## src/rtl/cpu_seq_pkg.sv

```systemverilog
// Shared definitions for the cpu_sequencer instruction sequencer:
// FSM states, opcode classes, bus selects and jump conditions.
package cpu_seq_pkg;

   typedef enum logic [2:0] {
      ST_FETCH,
      ST_DECODE,
      ST_OPERAND,
      ST_DATA,
      ST_EXEC,
      ST_HALT
   } seq_state_t;

   localparam logic [1:0] OPC_LOAD = 2'b00;
   localparam logic [1:0] OPC_ALU  = 2'b01;
   localparam logic [1:0] OPC_JMP  = 2'b10;
   localparam logic [1:0] OPC_CTRL = 2'b11;

   localparam logic [1:0] BUS_INPUT = 2'd0;
   localparam logic [1:0] BUS_MEM   = 2'd1;
   localparam logic [1:0] BUS_ALU   = 2'd2;

   localparam logic [1:0] COND_ALWAYS = 2'b00;
   localparam logic [1:0] COND_ZERO   = 2'b01;
   localparam logic [1:0] COND_CARRY  = 2'b10;
   localparam logic [1:0] COND_SIGN   = 2'b11;

   function automatic logic cond_met(input logic [1:0] cond, input logic zero_f,
                                     input logic carry_f, input logic sign_f);
      logic met;
      case (cond)
         COND_ALWAYS: met = 1'b1;
         COND_ZERO:   met = zero_f;
         COND_CARRY:  met = carry_f;
         default:     met = sign_f;
      endcase
      return met;
   endfunction

   function automatic logic [3:0] reg_onehot(input logic [1:0] sel);
      return 4'b0001 << sel;
   endfunction

endpackage

```

## src/rtl/cpu_seq_call_stack.sv

```systemverilog
// Return-address LIFO for call/return; push when full and pop when empty
// are ignored here, the sequencer flags them as stack errors.
module cpu_seq_call_stack #(
   parameter int STACK_DEPTH = 4,
   parameter int PC_W        = 8
) (
   input  logic            clk,
   input  logic            rst,
   input  logic            push,
   input  logic            pop,
   input  logic [PC_W-1:0] din,
   output logic [PC_W-1:0] dout,
   output logic            full,
   output logic            empty
);

   localparam int CNT_W = $clog2(STACK_DEPTH + 1);
   localparam int IDX_W = (STACK_DEPTH > 1) ? $clog2(STACK_DEPTH) : 1;

   logic [PC_W-1:0]  mem [STACK_DEPTH];
   logic [CNT_W-1:0] count;
   logic [CNT_W-1:0] top;

   assign full  = (count == CNT_W'(STACK_DEPTH));
   assign empty = (count == '0);
   assign top   = count - 1'b1;
   assign dout  = empty ? '0 : mem[top[IDX_W-1:0]];

   always_ff @(posedge clk or posedge rst) begin
      if (rst) begin
         count <= '0;
      end else if (push && !full) begin
         count <= count + 1'b1;
      end else if (pop && !empty) begin
         count <= count - 1'b1;
      end
   end

   // Entry storage needs no reset: only slots below count are ever read.
   always_ff @(posedge clk) begin
      if (push && !full) begin
         mem[count[IDX_W-1:0]] <= din;
      end
   end

endmodule

```

## src/rtl/cpu_sequencer.sv

```systemverilog
// Multi-cycle instruction sequencer: fetches over a req/ack handshake,
// decodes, drives datapath control pulses, jumps and call/return.
module cpu_sequencer
   import cpu_seq_pkg::*;
#(
   parameter int WORD_W      = 8,
   parameter int PC_W        = 8,
   parameter int REG_COUNT   = 4,
   parameter int STACK_DEPTH = 4
) (
   input  logic                 clk,
   input  logic                 rst,
   output logic                 mem_req,
   output logic [PC_W-1:0]      mem_addr,
   input  logic                 mem_ack,
   input  logic [WORD_W-1:0]    mem_rdata,
   input  logic                 zero_flag,
   input  logic                 carry_flag,
   input  logic                 sign_flag,
   output logic [1:0]           bus_sel,
   output logic [REG_COUNT-1:0] reg_load,
   output logic                 out_load,
   output logic                 alu_en,
   output logic [2:0]           alu_op,
   output logic                 alu_a_sel,
   output logic                 alu_b_sel,
   output logic                 alu_shift,
   output logic                 halted,
   output logic                 stack_err
);

   seq_state_t        state, state_n;
   logic [PC_W-1:0]   pc, pc_n;
   logic [PC_W-1:0]   opa, opa_n;
   logic [WORD_W-1:0] ir, ir_n;
   logic [WORD_W-1:0] opnd, opnd_n;
   logic              err_n;

   logic              stack_push, stack_pop;
   logic              stack_full, stack_empty;
   logic [PC_W-1:0]   stack_dout;

   logic [PC_W-1:0]   opnd_abs;
   logic [PC_W-1:0]   opnd_rel;

   // Absolute targets zero-extend the operand, relative offsets sign-extend it.
   if (WORD_W >= PC_W) begin : g_opnd_trunc
      assign opnd_abs = opnd[PC_W-1:0];
      assign opnd_rel = opnd[PC_W-1:0];
   end else begin : g_opnd_extend
      assign opnd_abs = {{(PC_W-WORD_W){1'b0}}, opnd};
      assign opnd_rel = {{(PC_W-WORD_W){opnd[WORD_W-1]}}, opnd};
   end

   cpu_seq_call_stack #(
      .STACK_DEPTH(STACK_DEPTH),
      .PC_W       (PC_W)
   ) u_call_stack (
      .clk  (clk),
      .rst  (rst),
      .push (stack_push),
      .pop  (stack_pop),
      .din  (pc),
      .dout (stack_dout),
      .full (stack_full),
      .empty(stack_empty)
   );

   always_ff @(posedge clk or posedge rst) begin
      if (rst) begin
         state     <= ST_FETCH;
         pc        <= '0;
         opa       <= '0;
         ir        <= '0;
         opnd      <= '0;
         stack_err <= 1'b0;
      end else begin
         state     <= state_n;
         pc        <= pc_n;
         opa       <= opa_n;
         ir        <= ir_n;
         opnd      <= opnd_n;
         stack_err <= err_n;
      end
   end

   always_comb begin
      state_n    = state;
      pc_n       = pc;
      opa_n      = opa;
      ir_n       = ir;
      opnd_n     = opnd;
      err_n      = stack_err;
      stack_push = 1'b0;
      stack_pop  = 1'b0;
      mem_req    = 1'b0;
      mem_addr   = '0;
      bus_sel    = BUS_INPUT;
      reg_load   = '0;
      out_load   = 1'b0;
      alu_en     = 1'b0;
      alu_op     = 3'd0;
      alu_a_sel  = 1'b0;
      alu_b_sel  = 1'b0;
      alu_shift  = 1'b0;
      halted     = 1'b0;

      case (state)
         ST_FETCH: begin
            mem_req  = 1'b1;
            mem_addr = pc;
            if (mem_ack) begin
               ir_n    = mem_rdata;
               pc_n    = pc + 1'b1;
               state_n = ST_DECODE;
            end
         end

         ST_DECODE: begin
            state_n = ST_FETCH;
            case (ir[7:6])
               OPC_LOAD: begin
                  if (ir[5]) begin
                     out_load = 1'b1;
                     bus_sel  = BUS_ALU;
                  end else if (ir[4]) begin
                     state_n = ST_OPERAND;
                  end else begin
                     reg_load = REG_COUNT'(reg_onehot(ir[3:2]));
                     bus_sel  = BUS_INPUT;
                  end
               end
               OPC_ALU: begin
                  alu_en    = 1'b1;
                  alu_op    = ir[5:3];
                  alu_a_sel = ir[2];
                  alu_b_sel = ir[1];
                  alu_shift = ir[0];
               end
               OPC_JMP: begin
                  state_n = ST_OPERAND;
               end
               default: begin
                  if (!ir[5]) begin
                     state_n = ST_OPERAND;
                  end else if (ir[4]) begin
                     state_n = ST_HALT;
                  end else if (stack_empty) begin
                     err_n   = 1'b1;
                     state_n = ST_HALT;
                  end else begin
                     stack_pop = 1'b1;
                     pc_n      = stack_dout;
                  end
               end
            endcase
         end

         // OPA keeps the operand's own address as the base for relative jumps.
         ST_OPERAND: begin
            mem_req  = 1'b1;
            mem_addr = pc;
            if (mem_ack) begin
               opnd_n  = mem_rdata;
               opa_n   = pc;
               pc_n    = pc + 1'b1;
               state_n = (ir[7:6] == OPC_LOAD) ? ST_DATA : ST_EXEC;
            end
         end

         ST_DATA: begin
            mem_req  = 1'b1;
            mem_addr = opnd_abs;
            if (mem_ack) begin
               reg_load = REG_COUNT'(reg_onehot(ir[3:2]));
               bus_sel  = BUS_MEM;
               state_n  = ST_FETCH;
            end
         end

         ST_EXEC: begin
            state_n = ST_FETCH;
            if (ir[7:6] == OPC_JMP) begin
               if (cond_met(ir[5:4], zero_flag, carry_flag, sign_flag)) begin
                  pc_n = ir[3] ? opnd_abs : (opa + opnd_rel);
               end
            end else if (stack_full) begin
               err_n   = 1'b1;
               state_n = ST_HALT;
            end else begin
               stack_push = 1'b1;
               pc_n       = opnd_abs;
            end
         end

         ST_HALT: begin
            halted = 1'b1;
         end

         default: begin
            state_n = ST_FETCH;
         end
      endcase

      // An in-flight request must vanish the moment reset is asserted.
      if (rst) begin
         mem_req  = 1'b0;
         mem_addr = '0;
      end
   end

endmodule

```

## config.mk

```make
export PLATFORM = sky130hd
export DESIGN_NAME = cpu_sequencer
export DESIGN_NICKNAME = d
export VERILOG_FILES = /design/src/rtl/cpu_seq_pkg.sv /design/src/rtl/cpu_seq_call_stack.sv /design/src/rtl/cpu_sequencer.sv
export SDC_FILE = /design/constraint.sdc
export NUM_CORES = 1
export LEC_CHECK = 0
export CAP_MARGIN = 25
export CORE_UTILIZATION = 60
export CTS_BUF_LIST = sky130_fd_sc_hd__clkbuf_2
export DETAILED_ROUTE_END_ITERATION = 6
export DONT_BUFFER_PORTS = 1
export GPL_ROUTABILITY_DRIVEN = 0
export GPL_TIMING_DRIVEN = 0
export HOLD_SLACK_MARGIN = 0.03
export PLACE_DENSITY = 0.82
export SLEW_MARGIN = 0
export SYNTH_ARGS = -nofsm -noshare
export SYNTH_HDL_FRONTEND = slang
export SYNTH_SLANG_ARGS = --single-unit
```

## constraint.sdc

```tcl
create_clock -name clk -period 3.1 [get_ports clk]
set_input_delay 0.775 -clock clk [delete_from_list [all_inputs] [get_ports clk]]
set_output_delay 0.775 -clock clk [all_outputs]
set_load 0.01 [all_outputs]
```

# --- After elaboration in Yosys (flattened, before gate mapping) ---
# Memories as Yosys holds them, arrays and structs flattened.
# Cells that the tools add are included.
# Widths: inputs -> output; s select.
totals:
  register_bits: 39
  mem_bits_rw: 32
  input_bits: 14
  out_inout_bits: 25
  word_cells: 128
  mem_count: 1
classes:
  addsub: 4
  n_eq_ne: 23
  shifts: 1
  muxes: 72
  bitwise: 1
  n_reduce_logical: 19
memory_table:
  columns: ["name", "depth", "width", "read_ports", "rd_clocked_by_memory_dff", "wr", "line_no", "source"]
  rows:
  - ["u_call_stack.mem", 4, 8, 1, 0, 1, "cpu_seq_call_stack.sv:20", "logic [PC_W-1:0] mem [STACK_DEPTH];"]
op_table:
  columns: ["op", "count"]
  rows:
  - ["$mux 8", 10]
  - ["$mux 3", 13]
  - ["$mux 1", 33]
  - ["$pmux 8 s3", 1]
  - ["$pmux 3 s6", 1]
  - ["$mux 4", 4]
  - ["$ne 2x2->1 const B", 8]
  - ["$pmux 8 s2", 1]
  - ["$eq 3x3->1 const B", 3]
  - ["$pmux 3 s3", 1]
  - ["$add 8x1->8 const B", 1]
  - ["$add 8x8->8", 1]
  - ["$mux 2", 4]
  - ["$pmux 4 s2", 1]
  - ["$reduce_and 8->1", 1]
  - ["$reduce_and 7->1", 1]
  - ["$eq 3x2->1 const B", 2]
  - ["$logic_not 3->1", 2]
  - ["$ne 2x1->1 const B", 3]
  - ["$ne 3x3->1 const B", 2]
  - ["$reduce_or 3->1", 2]
  - ["$eq 2x1->1 const B", 2]
  - ["$eq 2x2->1 const B", 2]
  - ["$logic_not 2->1", 2]
  - ["other kinds (15)", 19]

# --- Longest topological paths before layout ---
# Gate-level depths: netlist of the first run.
logic_depth:
  word_depth: 9
  mapped_depth: 9
  depth_no_buf: 9

# --- Modules after synthesis ---
# A second synthesis of the first run with hierarchy kept.
unflattened:
  hier_cells: 339
  area_unflattened_um2: 3870.0
modules_own_cells:
  columns: ["module", "n_inst", "cells_each", "area_per_inst_um2", "seq_area_each_um2"]
  rows:
  - ["cpu_sequencer", 1, 257, 2378.5, 900.9]
  - ["cpu_seq_call_stack", 1, 82, 1491.4, 1036.0]

# --- Worst setup path after synthesis of the first run ---
# Ideal clock, no wire load.
synth_timing:
  path_kind: "register to output"
  start: "reg ir[7]"
  end: "out reg_load[0]"
  arrival_ps: 1607
  required_time_ps: 2325
  path_slack_ps: 718
  stages_incl_launch_ff: 6
  cell_sequence: "dfrtp_1 -> or2_2 -> clkbuf_1 -> o41ai_1 -> and3b_1 -> nor3b_1"
synth_between:
  elab_chain_cells: 3
synth_lines:
  columns: ["element", "line_no", "source"]
  rows:
  - ["from (decl)", "cpu_sequencer.sv:35", "logic [WORD_W-1:0] ir, ir_n;"]
  - ["from (signal assigned)", "cpu_sequencer.sv:81", "ir <= ir_n;"]
  - ["$logic_not 2->1", "cpu_sequencer.sv:121", "case (ir[7:6])"]
  - ["$mux 4", "cpu_sequencer.sv:121", null]
  - ["$pmux 4 s2", "cpu_sequencer.sv:108", "case (state)"]
  - ["to (decl)", "cpu_sequencer.sv:21", "output logic [REG_COUNT-1:0] reg_load,"]
# No other way between the ends.

# --- Worst setup path in the final report of the first run ---
layout_timing:
  start: "reg ir[7]"
  end: "out reg_load[1]"
# The elaborated chain is that of the path after synthesis.

==> impl_metrics.sql, run 1 <==
INSERT INTO impl_metrics (metric_group, metric, value, unit) VALUES
('run_status', 'outcome', 'completed', ''),
('critical_path', 'r2r_slack', '300', 'ps'),
('timing', 'fin_worst_hold_slack', '259', 'ps'),
('grt', 'met3_usage', '5.03', '%'),
('grt', 'busiest_layer_in_global_routing', 'met2', ''),
('min_path', 'worstHoldPathType', 'in2async', ''),
('grt', 'via_count_of_the_first_global_routing_pass', '2399', ''),
('placed_design', 'place.detailed.instances', '410', ''),
('cts', 'clk_path_buf_depth', '2', ''),
('power_and_ir_drop', 'finalPower', '1.66', 'mW'),
('cells_and_area', 'fin_area', '0.00422', 'mm2'),
('critical_path', 'slowest_stage', 'sky130_fd_sc_hd__dfrtp_2', ''),
('placed_design', 'dp_worst_setup_slack', '303', 'ps'),
('timing', 'finalSetupViolCount', '0', ''),
('cells_and_area', 'insertedDiodeCount', '0', ''),
('timing', 'timing.final.crit_share', '96.0', '%'),
('logic_synthesis', 'ys_types', '64', ''),
('drt', 'totalWireLength', '8570', 'um'),
('power_and_ir_drop', 'peakVddDrop', '0.294', 'mV'),
('critical_path', 'worst_path_largest_cell_delay', '470', 'ps'),
('timing', 'setup_ws', '125', 'ps'),
('floorplanning', 'num_io_pins', '39', ''),
('grt', 'grt_use_total', '26.1', '%'),
('cells_and_area', 'area_added_between_synthesis_and_finish', '7.70', '%'),
('critical_path', 'crit_path_kind', 'reg2out', ''),
('cells_and_area', 'leading_cell_type_in_the_layout_fill_and_taps_excluded', 'sky130_fd_sc_hd__dfrtp_1', ''),
('critical_path', 'timing.critical_path.max_delay_family', 'simple AND/OR/NAND/NOR gates', ''),
('cts', 'tritoncts', 'yes', ''),
('timing', 'final_period_minus_worst_setup_slack', '2980', 'ps'),
('cts', 'clk-insertion-delay-late', '530', 'ps'),
('logic_synthesis', 'synthesis.instances', '333', ''),
('drt', 'route.vias.total', '2747', ''),
('placed_design', 'place_hpwl', '5920', 'um'),
('logic_synthesis', 'synthesis.nets', '361', ''),
('timing', 'tightestPinTransition', '842', 'ps'),
('drt', 'detailedRoute.firstIterationViolations', '269', ''),
('critical_path', 'crit_path_max_fanout', '6', ''),
('logic_synthesis', 'synthesis.yosys.warnings', '0', ''),
('critical_path', 'cp_cell_sequence', 'or2_2, clkbuf_1, o41ai_2, and3b_2, nand2_1, nor2_2', ''),
('grt', 'grt.overflow.total', '0', ''),
('timing', 'report.final.hold_viol_count', '0', ''),
('floorplanning', 'initial_utilization', '62.0', '%'),
('grt', 'first_pass_grt_wire_length', '12400', 'um'),
('grt', 'grt_use_met1', '37.8', '%'),
('timing', 'fin_skew', '13.9', 'ps'),
('critical_path', 'setup.worst_path.start', 'ir[7]', ''),
('floorplanning', 'fp.dieW', '82.8', 'um'),
('cts', 'clkTransAtPathRegs', '210', 'ps'),
('cts', 'cts_hold_buffers', '0', ''),
('job', 'number_of_violations_of_the_max_capacitance_limit', '0', ''),
('drt', 'count_of_unresolved_drc_violations_after_routing', '0', ''),
('power_and_ir_drop', 'powerDensity', '395', 'mW/mm2'),
('logic_synthesis', 'ys_dominant_reg_cell', 'sky130_fd_sc_hd__dfrtp_1', ''),
('logic_synthesis', 'yosysSeqAreaShare', '49.5', '%'),
('grt', 'met2_usage', '38.5', '%'),
('critical_path', 'cp.required', '2320', 'ps'),
('timing', 'max_freq', '336', 'MHz'),
('logic_synthesis', 'synth_edf_count', '32', ''),
('cells_and_area', 'layout-drive-gt1-share', '24.1', '%'),
('cts', 'cts_buffers', '9', ''),
('drt', 'routed_wire_length_per_instance', '20.0', 'um'),
('logic_synthesis', 'flip_flop_and_latch_count_after_synthesis', '71', ''),
('cts', 'clock_sinks', '71', ''),
('cells_and_area', 'layout_common_cells', 'sky130_fd_sc_hd__dfrtp_1, sky130_fd_sc_hd__edfxtp_1, sky130_fd_sc_hd__nor2_1', ''),
('grt', 'antenna_found_initial', '0', ''),
('timing', 'max_slew_violation_count', '0', ''),
('logic_synthesis', 'synth.avg_cell_area', '11.8', 'um2'),
('timing', 'slew_headroom', '43.8', '%'),
('placed_design', 'placement.cell_area', '0.00401', 'mm2'),
('cts', 'cts_root_buffer', 'sky130_fd_sc_hd__clkbuf_2', ''),
('critical_path', 'critical_path.endpoint_type', 'output pin', '');
final timing paths:
path                                to  cells past startpoint
max in group asynchronous        ir[7]                      1
max                        reg_load[1]                      6
min in group clk                 ir[5]                      2
min reg2reg                      ir[1]                      1
min                             opa[7]                      1
max reg2reg                      pc[6]                      9
cells in the mapped netlist, types with 3 or more instances:
library cell / number / area, um2
sky130_fd_sc_hd__a31oi_1: 3 / 18.8
sky130_fd_sc_hd__nor2b_1: 11 / 68.8
sky130_fd_sc_hd__nor3_1: 4 / 20.0
sky130_fd_sc_hd__a22oi_1: 5 / 37.5
sky130_fd_sc_hd__nand3_1: 4 / 20.0
sky130_fd_sc_hd__xnor2_1: 8 / 70.1
sky130_fd_sc_hd__a21oi_1: 15 / 75.1
sky130_fd_sc_hd__buf_2: 5 / 25.0
sky130_fd_sc_hd__clkbuf_1: 6 / 22.5
sky130_fd_sc_hd__mux4_2: 8 / 180
sky130_fd_sc_hd__nand2b_1: 3 / 18.8
sky130_fd_sc_hd__a211oi_1: 4 / 30.0
sky130_fd_sc_hd__mux2_2: 24 / 270
sky130_fd_sc_hd__o21ai_0: 16 / 80.1
sky130_fd_sc_hd__dfrtp_1: 39 / 976
sky130_fd_sc_hd__nor2_1: 27 / 101
sky130_fd_sc_hd__inv_1: 8 / 30.0
sky130_fd_sc_hd__o211ai_1: 3 / 22.5
sky130_fd_sc_hd__edfxtp_1: 32 / 961
sky130_fd_sc_hd__o21a_1: 5 / 37.5
sky130_fd_sc_hd__buf_6: 3 / 33.8
sky130_fd_sc_hd__buf_4: 3 / 22.5
sky130_fd_sc_hd__nand2_1: 20 / 75.1
sky130_fd_sc_hd__ha_1: 13 / 163
sky130_fd_sc_hd__or2_2: 3 / 18.8
sky130_fd_sc_hd__or2_1: 3 / 18.8
sky130_fd_sc_hd__and2_1: 11 / 68.8
cells by family (layout without fill, tap and decap cells):
group	after synthesis	after routing	synth area share, %
fa+ha+maj	14	14	4.67
simple gates	104	104	14.9
compound gates	77	77	13.8
mux	34	34	12.0
xor+xnor	8	8	1.79
flops	71	71	49.5
buf+inv	25	44	3.42
sequential cells by signal (all words and copies together) (netlist names):
name                flops
ir                      8
u_call_stack.mem       32
pc                      8
u_call_stack.count      3
opa                     8
state                   3
stack_err               1
opnd                    8
routing by layer:
metal | up-vias | routed length (um)
met1 | 1359 | 3880
met4 | 0 | 168
met3 | 16 | 548
met5 | - | 0
li1 | 1264 | -
met2 | 108 | 3970
layout make-up:
cell class / instances / area [um2] / share of cell area, %
buffer: 17 / 104 / 2.46
clock buffer: 10 / 50.0 / 1.19
clock inverter: 6 / 93.8 / 2.23
inverter: 8 / 30.0 / 0.712
multi-input combinational: 237 / 1880 / 44.6
sequential: 71 / 1940 / 46.0
tap: 77 / 96.3 / 2.28
timing repair buffer: 3 / 22.5 / 0.534
where the power goes:
group | switching [mW] | leakage (nW) | internal, mW
registers | 0.00594 | 0.804 | 0.983
clock network | 0.357 | 0.0827 | 0.276
logic | 0.0279 | 0.742 | 0.0151
repair_timing:
action	4_1_cts	5_1_grt
gates cloned	0	0
buffers inserted	0	3
hold endpoints to repair	0	0
pin swaps	0	2
gates resized for setup	4	6
endpoints found under the setup margin	7	9
Power figures use the tool's default switching activity.
==> run 2, diff against run 1 <==
--- a/config.mk
+++ b/config.mk
@@ -14,4 +14,5 @@
 export GPL_TIMING_DRIVEN = 0
 export HOLD_SLACK_MARGIN = 0.03
+export MAX_ROUTING_LAYER = met4
 export PLACE_DENSITY = 0.82
 export SLEW_MARGIN = 0
==> constraint.sdc (replaced) <==
create_clock -name clk -period 3.1 [get_ports clk]
set_input_delay 0.775 -clock clk [delete_from_list [all_inputs] [get_ports clk]]
set_output_delay 0.775 -clock clk [all_outputs]
set_load 0.005 [all_outputs]
==> run 2 against run 1 <==
Wire length decreased by 0.79%. Core utilization decreased by 0.42 points. Worst hold slack worse by 5.7 ps. Sequential power hardly changed. Sequential cell count unchanged. Worst setup slack gained 14 ps. Clock skew decreased by 3.7 ps. Non-clock buffer count down 2. Critical path type unchanged. Sequential share of layout area grew 0.29 points. Maximum frequency rose by 0.49%. Final area down 0.62%. Critical path depth did not move.
==> impl_metrics.sql, run 2 (synthesis results as in run 1) <==
INSERT INTO impl_metrics (metric_group, metric, value, unit) VALUES
('timing', 'max_freq', '338', 'MHz'),
('placed_design', 'port-buffer-count', '0', ''),
('placed_design', 'placement.cell_area', '0.00401', 'mm2'),
('cells_and_area', 'nFillCells', '495', ''),
('floorplanning', 'die_area', '0.00685', 'mm2'),
('timing', 'finalSetupViolCount', '0', ''),
('drt', 'first_pass_iters', '5', ''),
('drt', 'ant_nets', '0', ''),
('timing', 'fin_skew', '10.2', 'ps'),
('cells_and_area', 'leading_cell_type_in_the_layout_fill_and_taps_excluded', 'sky130_fd_sc_hd__dfrtp_1', ''),
('critical_path', 'cp.required', '2320', 'ps'),
('power_and_ir_drop', 'p_leak', '1.62', 'nW'),
('power_and_ir_drop', 'pwr-share-comb', '2.4', '%'),
('critical_path', 'cp_cell_sequence', 'or2_2, clkbuf_1, o41ai_2, and3b_2, nand2_1, nor2_1', ''),
('power_and_ir_drop', 'powerDensity', '397', 'mW/mm2'),
('cts', 'cts_root_buffer', 'sky130_fd_sc_hd__clkbuf_2', ''),
('timing', 'report.final.hold_viol_count', '0', ''),
('drt', 'route.vias.total', '2750', ''),
('min_path', 'worstHoldPathType', 'in2async', ''),
('cts', 'cts_hold_buffers', '0', ''),
('run_status', 'outcome', 'completed', ''),
('timing', 'final_period_minus_worst_setup_slack', '2960', 'ps'),
('cells_and_area', 'finalNonFillerCells', '427', ''),
('cts', 'clk_path_buf_depth', '2', ''),
('critical_path', 'arrival_time_at_the_worst_endpoint', '2190', 'ps'),
('grt', 'via_count_of_the_first_global_routing_pass', '2381', ''),
('drt', 'vias_per_cell', '6.44', ''),
('placed_design', 'dp_worst_setup_slack', '303', 'ps'),
('power_and_ir_drop', 'p_clk_share', '38.2', '%'),
('timing', 'timing.final.crit_share', '95.5', '%'),
('cells_and_area', 'area_added_between_synthesis_and_finish', '7.03', '%'),
('cells_and_area', 'num-nets-final', '373', ''),
('cells_and_area', 'sequential_cell_area', '0.00194', 'mm2'),
('cts', 'cts_buffers', '9', ''),
('placed_design', 'place_hpwl', '5920', 'um'),
('cells_and_area', 'final_core_area_utilization', '66.4', '%'),
('critical_path', 'crit_path_max_fanout', '7', ''),
('critical_path', 'setup.worst_path.start_class', 'flip-flop', ''),
('cells_and_area', 'insertedDiodeCount', '0', ''),
('cells_and_area', 'fin_area', '0.00419', 'mm2'),
('cts', 'clock_sinks', '71', ''),
('cells_and_area', 'footprint_of_the_multi_input_gates', '0.00187', 'mm2'),
('drt', 'totalWireLength', '8500', 'um'),
('floorplanning', 'initial_utilization', '62.0', '%'),
('grt', 'grt_use_total', '26.9', '%'),
('grt', 'first_pass_grt_wire_length', '12400', 'um'),
('floorplanning', 'placementRows', '29', ''),
('cts', 'clock_tree.htree_level_count', '3', ''),
('cts', 'clkTransAtPathRegs', '210', 'ps'),
('grt', 'antenna_found_initial', '0', ''),
('timing', 'setup_ws', '139', 'ps'),
('critical_path', 'slowest_stage', 'sky130_fd_sc_hd__dfrtp_2', ''),
('cts', 'tritoncts', 'yes', ''),
('power_and_ir_drop', 'seq_power_share', '59.4', '%'),
('timing', 'max_slew_violation_count', '0', ''),
('timing', 'slew_headroom', '45.3', '%'),
('floorplanning', 'fp.dieW', '82.8', 'um'),
('power_and_ir_drop', 'p_switching', '391', 'uW'),
('drt', 'count_of_unresolved_drc_violations_after_routing', '0', ''),
('floorplanning', 'floorplan.core_area', '0.00631', 'mm2'),
('floorplanning', 'die_height', '82.8', 'um'),
('floorplanning', 'num_io_pins', '39', ''),
('drt', 'detailedRoute.firstIterationViolations', '260', ''),
('grt', 'grt.overflow.total', '0', ''),
('power_and_ir_drop', 'peakVddDrop', '0.293', 'mV'),
('cells_and_area', 'largest_register_ffs', '32', ''),
('power_and_ir_drop', 'power_switching_share', '23.5', '%'),
('power_and_ir_drop', 'finalPower', '1.66', 'mW'),
('critical_path', 'worst_path_largest_cell_delay', '490', 'ps'),
('cells_and_area', 'layout_common_cells', 'sky130_fd_sc_hd__dfrtp_1, sky130_fd_sc_hd__edfxtp_1, sky130_fd_sc_hd__nor2_1', ''),
('critical_path', 'crit_path_kind', 'reg2out', ''),
('cells_and_area', 'layout-drive-gt1-share', '23.1', '%'),
('critical_path', 'critical_path.endpoint_type', 'output pin', ''),
('power_and_ir_drop', 'cellInternalPower', '1.27', 'mW'),
('timing', 'tightestPinTransition', '820', 'ps'),
('grt', 'grt_start_max_net_pins', '40', ''),
('cts', 'clk-insertion-delay-late', '530', 'ps'),
('job', 'number_of_violations_of_the_max_capacitance_limit', '0', ''),
('placed_design', 'place.detailed.instances', '410', ''),
('drt', 'routed_wire_length_per_instance', '19.9', 'um');
-- run 2: cell count changes in the layout (fill, tap and decap cells not counted) --
cell                      change
sky130_fd_sc_hd__nor3b_2      +1
sky130_fd_sc_hd__buf_4        -2
sky130_fd_sc_hd__nor3b_4      -1
sky130_fd_sc_hd__nor2_2       -2
sky130_fd_sc_hd__nor2_1       +2
-- run 2: area by class of cell --
cell class / count / share of cell area, %
Multi-Input combinational cell: 237 / 44.6
Buffer: 17 / 2.48
Inverter: 8 / 0.717
Clock inverter: 6 / 2.24
Clock buffer: 10 / 1.19
Timing Repair Buffer: 1 / 0.179
Sequential cell: 71 / 46.3
Tap cell: 77 / 2.30
-- run 2: power groups by stage --
stage / Clock, mW / Combinational [mW] / Sequential [mW]
floorplan: 0 / 0.0289 / 1.01
global placement: 0 / 0.0361 / 1.01
detailed placement: 0 / 0.0369 / 1.01
CTS: 0.639 / 0.0372 / 0.989
global route: 0.679 / 0.0451 / 0.991
finish: 0.635 / 0.0399 / 0.989
-- run 2: metal layers --
layer  vias to the layer above  share of wire (%)  routed length, um  track usage [%]
met3                        14                6.7                572             5.68
li1                       1256                  -                  -                -
met5                         -                  0                  0                -
met2                       106                 46               3940             38.4
met1                      1374                 45               3830             37.8
met4                         0                1.9                158             10.3
-- run 2: critical path: cells and delay by family, from the launching register on --
kind	cells	cell delay, ps
compound gates	1	220
buf+inv	1	170
flops	1	490
simple gates	4	780
-- run 2: worst paths after layout --
path | to | cells after the start | start | slack [ps]
worst max register to register | pc[6] | 9 | u_call_stack.count[0] | 310
worst min register to register | stack_err | 1 | stack_err | 530
worst min-delay path | u_call_stack.count[2] | 1 | rst | 250
worst max-delay path | reg_load[2] | 6 | ir[6] | 140
min in group clk | ir[5] | 2 | mem_rdata[5] | 360
max in group asynchronous | ir[7] | 1 | rst | 2300
-- run 2: repair_timing --
action,CTS,global route
resized for setup,2,5
setup endpoints to repair,5,9
buffers inserted,0,1
-- run 2: through the flow --
| stage | hold slack [ps] | setup TNS [ps] |
|---|---|---|
| after floorplan | 468 | 0 |
| after global placement | 481 | 0 |
| after detailed placement | 489 | 0 |
| after CTS | 258 | 0 |
| after global routing | 269 | -2.95 |
| final | 254 | 0 |
==> RTL edit (settings of run 2) <==
Register the output `stack_err` once more, cleared by the reset; this adds one clock of latency there. The other outputs are not delayed to match.
--- a/src/rtl/cpu_sequencer.sv
+++ b/src/rtl/cpu_sequencer.sv
@@ -30,4 +30,6 @@
 );
 
+   logic stack_err_s0;
+
    seq_state_t        state, state_n;
    logic [PC_W-1:0]   pc, pc_n;
@@ -74,5 +76,5 @@
          ir        <= '0;
          opnd      <= '0;
-         stack_err <= 1'b0;
+         stack_err_s0 <= 1'b0;
       end else begin
          state     <= state_n;
@@ -81,5 +83,5 @@
          ir        <= ir_n;
          opnd      <= opnd_n;
-         stack_err <= err_n;
+         stack_err_s0 <= err_n;
       end
    end
@@ -91,5 +93,5 @@
       ir_n       = ir;
       opnd_n     = opnd;
-      err_n      = stack_err;
+      err_n      = stack_err_s0;
       stack_push = 1'b0;
       stack_pop  = 1'b0;
@@ -210,4 +212,12 @@
    end
 
+   always_ff @(posedge clk or posedge rst) begin
+      if (rst) begin
+         stack_err <= '0;
+      end else begin
+         stack_err <= stack_err_s0;
+      end
+   end
+
 endmodule
 
Behaviour: not the same (Yosys sat finds a counterexample within 4 cycles, from zero or initial values and one cycle with rst high).
==> RTL edit against run 2 <==
Wire length fell by 0.87%. Combinational power fell by 13%. Final area fell by 0.81%. Sequential cell count rose by 1. Power fell by 10%. Worst setup slack improved by 0.013 ns. Highest routed layer unchanged. Register-to-register slack got worse by 0.12 ns. Synthesized area barely moved.
==> RTL edit: results (changes against run 2) <==
[synthesis]
netlist_top_cells_area=dfrtp_1, edfxtp_1, mux4_2
synth.cells.most_frequent=dfrtp_1, edfxtp_1, nor2_1
adder_cell_share_of_the_synthesized_area_pct=4.671  ; about the same
seq_area_frac_synth_pct=50.16  ; +0.69 points
synth.area.mux_share_pct=12.38  ; +0.36 points
synth-async-reset-ratio_pct=55.56  ; +0.63 points
post_synth_xor_area_fraction_pct=2.239  ; +0.45 points
synth.net_count=370  ; +2.5%
synth_cell_types=58  ; -9.4%
ys_ff_latch=72  ; +1.4%
synthCells=342  ; +2.7%
synth_compound_gate_area_share_pct=13.66  ; -0.11 points

[grt]
grt_pass1_wl_mm=13.28  ; +7.1%
grt_use_total_pct=28.01  ; +1.1 points
grt_start_max_net_pins=41  ; +2.5%
first_global_vias=2636  ; +11%
globalRouteMet1Util_pct=36.24  ; -1.5 points
grt.met2_usage_pct=42.30  ; +3.9 points
use_met3_pct=6.374  ; +0.69 points

[routing]
drt_pre_antenna_iters=4  ; -1
number_of_drc_markers_in_iteration_0=208  ; -20%
routedWlPerCell_um=19.37  ; -2.7%
num_vias=2799  ; +1.8%

[power_and_ir_drop]
power.share.switching_pct=25.65  ; +2.1 points
power.share.combinational_pct=2.3
ir_worst_vdd_v=0.0003168  ; +8.0%
pwr_density_cell_nw_per_um2=359.0  ; -9.6%
power_leakage_nw=1.564  ; -3.4%
share_seq_of_total_power_pct=67.3  ; +7.9 points

[clock_tree]
root_buffer=clkbuf_2

[sta]
timing.max_slew.rel_slack_pct=42.68  ; -2.6 points
finalClockSkew_ns=0.02969  ; +0.01953 ns

[layout]
num-fill-cells=498  ; +0.61%
nonClkBufAreaFrac_pct=2.288  ; -0.37 points
post_route_cells_drive_above_1_share_pct=17.60  ; -5.5 points
area_growth_syn_to_fin_pct=6.270
finish.cell_count_without_fillers=435  ; +1.9%
num-clock-buffers=9  ; -1
ff_latch_area_um2=1962  ; +1.2%
clk_share_pct=2.228  ; -1.2 points
finalNetCount=381  ; +2.1%
final.signal_inverter_count=14  ; +6
seq_area_share_pct=47.20  ; +0.92 points
multi_input_gate_area_um2=1858  ; -0.60%
buffers_excl_clock=19  ; +1

[placement]
numPlacedInstances=419  ; +2.2%
place_ws_ns=0.3736  ; +0.07093 ns
detailed_place.area_um2=4008  ; about the same
post-dp-hpwl_mm=6.015  ; +1.6%

[setup_path]
crit_fanout=10  ; +3
timing.critical_path.arrival_ns=2.17  ; -0.02 ns

[outcome]
run_status=completed

==> RTL edit: final timing paths <==
path | startpoint | to | slack [ns] | cells past startpoint
max | state[2] | reg_load[3] | 0.15 | 5
min | rst | opa[7] | 0.26 | 1
max reg2reg | state[1] | u_call_stack.mem[3][2] | 0.19 | 6
min reg2reg | stack_err_s0 | stack_err | 0.41 | 0
max in group asynchronous | rst | opnd[1] | 2.26 | 1
min in group clk | mem_rdata[3] | ir[3] | 0.38 | 2
==> RTL edit: metal layers <==
metal  wire length, um  up-vias
li1                  -     1313
met1              3544     1355
met2              4118      110
met3               573       21
met4               188        0
met5                 0        -
==> RTL edit: what timing repair did <==
| item | in CTS | in global routing |
|---|---|---|
| pin swaps | 2 | 1 |
| setup buffers | 2 | 0 |
| resized for setup | 5 | 7 |
| setup endpoints to repair | 13 | 13 |
==> RTL edit: worst max-delay path, cell delays in order (launching register included) <==
cell     delay (ns)
dfrtp_1        0.43
buf_2          0.19
or3_4          0.44
o41ai_4        0.23
nand2_2        0.15
nor3_2         0.21
